<file path="config.mk">
export PLATFORM = sky130hd
export DESIGN_NAME = serial_adder_ds
export DESIGN_NICKNAME = d
export VERILOG_FILES = /design/src/rtl/serial_adder_ds.sv
export SDC_FILE = /design/constraint.sdc
export NUM_CORES = 1
export LEC_CHECK = 0
export ABC_AREA = 1
export CAP_MARGIN = 20
export CELL_PAD_IN_SITES_DETAIL_PLACEMENT = 0
export CELL_PAD_IN_SITES_GLOBAL_PLACEMENT = 1
export CORE_ASPECT_RATIO = 1.5
export CORE_MARGIN = 10
export CORE_UTILIZATION = 35
export CTS_BUF_LIST = sky130_fd_sc_hd__clkbuf_2 sky130_fd_sc_hd__clkbuf_4 sky130_fd_sc_hd__clkbuf_8
export DETAILED_ROUTE_END_ITERATION = 10
export PLACE_DENSITY_LB_ADDON = 0.1
export SLEW_MARGIN = 20
export SYNTH_ARGS = -nofsm -noshare
export SYNTH_HDL_FRONTEND = slang
export SYNTH_SLANG_ARGS = --single-unit
</file>
<file path="constraint.sdc">
create_clock -name clk -period 1.68 [get_ports clk]
set_input_delay 0.168 -clock clk [delete_from_list [all_inputs] [get_ports clk]]
set_output_delay 0.168 -clock clk [all_outputs]
set_load 0.1 [all_outputs]
</file>
<file path="src/rtl/serial_adder_ds.sv">
// serial_adder_ds
//   Digit-serial adder/subtractor. Latches two WIDTH-bit operands on a start
//   request and processes DIGIT bits per clock, LSB digit first. Each digit
//   goes through a DIGIT-wide ripple of full-adder cells, with one registered
//   carry between digits. N = WIDTH/DIGIT digit cycles per operation.
//   WIDTH must be an integer multiple of DIGIT.
//
//   Optional feature macro: SERIAL_ADD_OVF_EN adds the ovf port and the
//   signed-overflow register. Without it there is no ovf port or logic.
//
// Ports
//   clk        in   rising-edge clock
//   rst        in   asynchronous, active-high reset
//   start      in   request, sampled only in IDLE or DONE
//   sub        in   0 = a+b, 1 = a-b (latched with start)
//   a, b       in   WIDTH-bit operands (latched with start)
//   busy       out  high while digits are being processed
//   done       out  one-cycle pulse, sum/carry(/ovf) valid
//   sum        out  WIDTH-bit registered result
//   carry      out  registered carry-out of the MSB (1 = no borrow on sub)
//   ovf        out  registered signed overflow (SERIAL_ADD_OVF_EN only)
//   dbg_state  out  FSM state: 0 = IDLE, 1 = RUN, 2 = DONE
//
// Handshake: a request is accepted on any rising edge where start=1 and the
// FSM is in IDLE or DONE. While busy=1 start is ignored. done pulses for one
// cycle on the edge after the last digit; the results then hold until the
// next completed operation.
module serial_adder_ds #(
  parameter int WIDTH = 8,
  parameter int DIGIT = 1
) (
  input  logic             clk,
  input  logic             rst,
  input  logic             start,
  input  logic             sub,
  input  logic [WIDTH-1:0] a,
  input  logic [WIDTH-1:0] b,
  output logic             busy,
  output logic             done,
  output logic [WIDTH-1:0] sum,
  output logic             carry,
`ifdef SERIAL_ADD_OVF_EN
  output logic             ovf,
`endif
  output logic [1:0]       dbg_state
);

  localparam int N  = WIDTH / DIGIT;
  localparam int CW = (N > 1) ? $clog2(N) : 1;

  typedef enum logic [1:0] {
    IDLE = 2'd0,
    RUN  = 2'd1,
    DONE = 2'd2
  } state_t;

  state_t           state_q, state_d;
  logic [WIDTH-1:0] a_q, a_d;
  logic [WIDTH-1:0] b_q, b_d;
  logic             cy_q, cy_d;
  logic [CW-1:0]    cnt_q, cnt_d;
  logic [WIDTH-1:0] res_q, res_d;
  logic [WIDTH-1:0] sum_q, sum_d;
  logic             carry_q, carry_d;
`ifdef SERIAL_ADD_OVF_EN
  logic             ovf_q, ovf_d;
`endif

  // Ripple of DIGIT full-adder cells over the low slice of the operand
  // shift registers. c[DIGIT-1] is the carry into the MSB cell of the slice,
  // which on the final digit is the carry into the operand MSB.
  logic [DIGIT:0]   c;
  logic [DIGIT-1:0] s;

  always_comb begin
    c    = '0;
    s    = '0;
    c[0] = cy_q;
    for (int i = 0; i < DIGIT; i++) begin
      s[i]   = a_q[i] ^ b_q[i] ^ c[i];
      c[i+1] = (a_q[i] & b_q[i]) | (c[i] & (a_q[i] ^ b_q[i]));
    end
  end

  // Result shift register fills from the top, so after N digits the first
  // (LSB) digit has arrived at bit 0.
  logic [WIDTH-1:0] slice_w;
  logic [WIDTH-1:0] res_shift;
  logic             last_digit;
  logic             accept;

  always_comb begin
    slice_w    = WIDTH'(s) << (WIDTH - DIGIT);
    res_shift  = (res_q >> DIGIT) | slice_w;
    last_digit = (cnt_q == CW'(N - 1));
    accept     = start && ((state_q == IDLE) || (state_q == DONE));
  end

  always_comb begin
    state_d = state_q;
    a_d     = a_q;
    b_d     = b_q;
    cy_d    = cy_q;
    cnt_d   = cnt_q;
    res_d   = res_q;
    sum_d   = sum_q;
    carry_d = carry_q;
`ifdef SERIAL_ADD_OVF_EN
    ovf_d   = ovf_q;
`endif
    case (state_q)
      IDLE: state_d = IDLE;
      RUN: begin
        a_d   = a_q >> DIGIT;
        b_d   = b_q >> DIGIT;
        cy_d  = c[DIGIT];
        res_d = res_shift;
        cnt_d = cnt_q + CW'(1);
        if (last_digit) begin
          state_d = DONE;
          cnt_d   = '0;
          sum_d   = res_shift;
          carry_d = c[DIGIT];
`ifdef SERIAL_ADD_OVF_EN
          ovf_d   = c[DIGIT] ^ c[DIGIT-1];
`endif
        end
      end
      DONE:    state_d = IDLE;
      default: state_d = IDLE;
    endcase
    // Accepting a request is identical from IDLE and DONE. Subtraction is
    // a + ~b + 1: b is stored inverted and the +1 enters as the initial carry.
    if (accept) begin
      state_d = RUN;
      a_d     = a;
      b_d     = sub ? ~b : b;
      cy_d    = sub;
      cnt_d   = '0;
      res_d   = '0;
    end
  end

  always_ff @(posedge clk or posedge rst) begin
    if (rst) begin
      state_q <= IDLE;
      a_q     <= '0;
      b_q     <= '0;
      cy_q    <= 1'b0;
      cnt_q   <= '0;
      res_q   <= '0;
      sum_q   <= '0;
      carry_q <= 1'b0;
`ifdef SERIAL_ADD_OVF_EN
      ovf_q   <= 1'b0;
`endif
    end else begin
      state_q <= state_d;
      a_q     <= a_d;
      b_q     <= b_d;
      cy_q    <= cy_d;
      cnt_q   <= cnt_d;
      res_q   <= res_d;
      sum_q   <= sum_d;
      carry_q <= carry_d;
`ifdef SERIAL_ADD_OVF_EN
      ovf_q   <= ovf_d;
`endif
    end
  end

  // All outputs come straight from registers.
  assign busy      = (state_q == RUN);
  assign done      = (state_q == DONE);
  assign sum       = sum_q;
  assign carry     = carry_q;
`ifdef SERIAL_ADD_OVF_EN
  assign ovf       = ovf_q;
`endif
  assign dbg_state = state_q;

endmodule

</file>
==> run metrics <==
status completed; later-pin clock latency in the skew report 0.29 ns; first-pass GRT wire length 6.93 mm; clock network power share between 10% and 20%; CTS tree done; Worst R2R Path Depth 7; Mapped Cells 220; Avg Cell Area, Syn 8.04 µm²; first-pass iteration count of the detailed router 6; Seq cells post-synth 38; critical path endpoint category output port; mapped cell area approximately 1800 µm²; share of power burned in registers 31.8%; Core Area 4850 µm²; Via density 4.50; post-synth top area share 53.7%; Final TNS setup 0 ns; io pins 33; Critical Path AT 1.29 ns; Total Wirelength 4.03 mm; cell leakage power 1.24 nW; initial antenna violation count 0; Max Clk Rate 0.684 GHz; routability cong. 0.790; main area contributors after synthesis dfrtp_1, nand2_1, inv_1, o21ai_0, nand3_1; share of layout cells above drive strength 1 13.9%; Longest Clk Path Bufs 2; aggregate global routing overflow 0; vias in the first global route 1517; PwrDens between 2000 and 2500 nW/µm²; startpoint type of the worst setup path register; commonest cells after routing, fill and taps aside nand2_1, dfrtp_1, inv_1; Layout Utilization 48.7%; sw frac 48.0%; period utilisation layout between 80% and 90%; Port-buffer cells 32; Final Hold Viols 0; Slowest-stage cell, CP dfrtp_2; Period minus WS final 1.46 ns; Initial Util between 30% and 40%; HPWL after DPL 2.93 mm; Max Cap Viol 0; multi-input logic area 648 µm²; Ys Warns 0; Reg clk slew, reported paths 0.07 ns; fin. max-slew vios 0; Cell Chain, Critical Path inv_2 -> nor2_4 -> buf_12; GRT Resource Usage Total 10.1%; Comb pwr share 55.0%; Seq/Total Area, Yosys 53.7%; maximum vdd drop 0.00101 V; Remaining DRCs 0; filler instances 485; # rows 31; Slew @ Worst Pin 0.495 ns; Synth cell types 20; Layout area overhead 33.6%; drt initial violations 44; ant diodes 0; Yosys top cell by area dfrtp_1; Nets 281; CTS Buf Count 5; Worst EP required approximately 1.5 ns; Synth Net Count 243; cts-stage hold buffer count 0; Slew headroom between 60 and 70%; Register Area around 950 µm²; H-tree Lvls 2; P_sw 2.42 mW; critical path type register to output port; CP max FO 9; CP peak stage delay 0.45 ns; vias after detailed routing 1461; Clock Skew about 0.0044 ns; largest net degree at the start of global routing 39; die width 78.1 µm; Setup Buffers After CTS 0; RSZ-0062 raised after global routing no; total clock sinks 38; Hold Crit Class input port to async pin; chip height 107 µm; Placed Cells 317; CTS-repair resized insts 0; total die area 8360 µm²; most common cell after layout, fill and taps aside nand2_1; post-route insts no fill 325; P_int 2.62 mW; Setup violations, final 0; DRT antenna net count 0; routed length per placed instance 12.4 µm; Clock Tree Root clkbuf_8
## Yosys cell counts (all sizes together)
library cell,instances
xnor2,1
ha,2
nor2,3
o21ai,14
inv,33
or2,1
clkbuf,2
o22ai,7
dfrtp,38
nand2,102
buf,5
nand3,11
fa,1
## path summary, 6_finish.rpt
check	start	to	slack, ns
max in group asynchronous	rst	dbg_state[1]$_DFFE_PP0P_	1.01
min in group clk	a[7]	a_q[7]$_DFFE_PP0P_	0.42
worst min register to register	a_q[7]$_DFFE_PP0P_	a_q[7]$_DFFE_PP0P_	0.48
worst min-delay path	rst	res_q[1]$_DFFE_PP0P_	0.30
worst max register to register	dbg_state[0]$_DFFE_PP0P_	b_q[2]$_DFFE_PP0P_	0.38
worst max-delay path	dbg_state[0]$_DFFE_PP0P_	busy	0.22
## final cells by class
| type | instances | area share (%) |
|---|---|---|
| multi-input combinational | 142 | 27.4 |
| inverter | 33 | 5.24 |
| timing repair buffer | 38 | 19.4 |
| sequential | 38 | 40.3 |
| tap | 66 | 3.49 |
| clock buffer | 8 | 4.13 |
## kinds of logic after synthesis
logic type / share of synthesized area, %
and+or+nand+nor: 26.7
buffers and inverters: 10.0
DFF: 53.7
AOI/OAI and AO/OA: 6.44
adders and majority gates: 2.55
xor gates and xnor gates: 0.495
## critical path: cells and delay by family (launching register included)
family                 cells  cell delay [ns]
AND/OR/NAND/NOR            1             0.26
flip-flops                 1             0.45
buffers and inverters      2             0.29
## registers in the layout, summed over array words and instances (netlist names)
register   count
carry          1
sum            8
b_q            8
res_q          7
cnt_q          3
cy_q           1
a_q            8
dbg_state      2
## through the flow
| stage | setup slack, ns | total power, mW | instance area (µm²) | hold WS [ns] |
|---|---|---|---|---|
| final | 0.218 | 5.04 | 2360 | 0.296 |
| after CTS | 0.192 | 5.12 | 2360 | 0.314 |
| after detailed placement | 0.219 | 4.44 | 2270 | 0.465 |
| after floorplan | 0.0984 | 3.54 | 1780 | 0.285 |
| after global routing | 0.159 | 5.43 | 2360 | 0.365 |
| after global placement | 0.255 | 4.40 | 2270 | 0.463 |
## per-layer routing
metal  vias to the layer above  global-route usage [%]  wire length, µm
met5                         -                       0                0
met4                         0                    3.86               58
met3                         5                    4.01              260
met2                        29                    17.5             2040
met1                       687                    10.7             1670
li1                        740                       -                -
## power groups by stage
stage               Sequential [mW]  Combinational [mW]  Clock, mW
global placement               1.61                2.79          0
CTS                            1.61                2.82      0.692
global route                   1.65                3.06      0.721
finish                         1.60                2.77      0.669
floorplan                      2.38                1.16          0
detailed placement             1.62                2.82          0
Note: power is estimated with default switching activity, not from simulation.
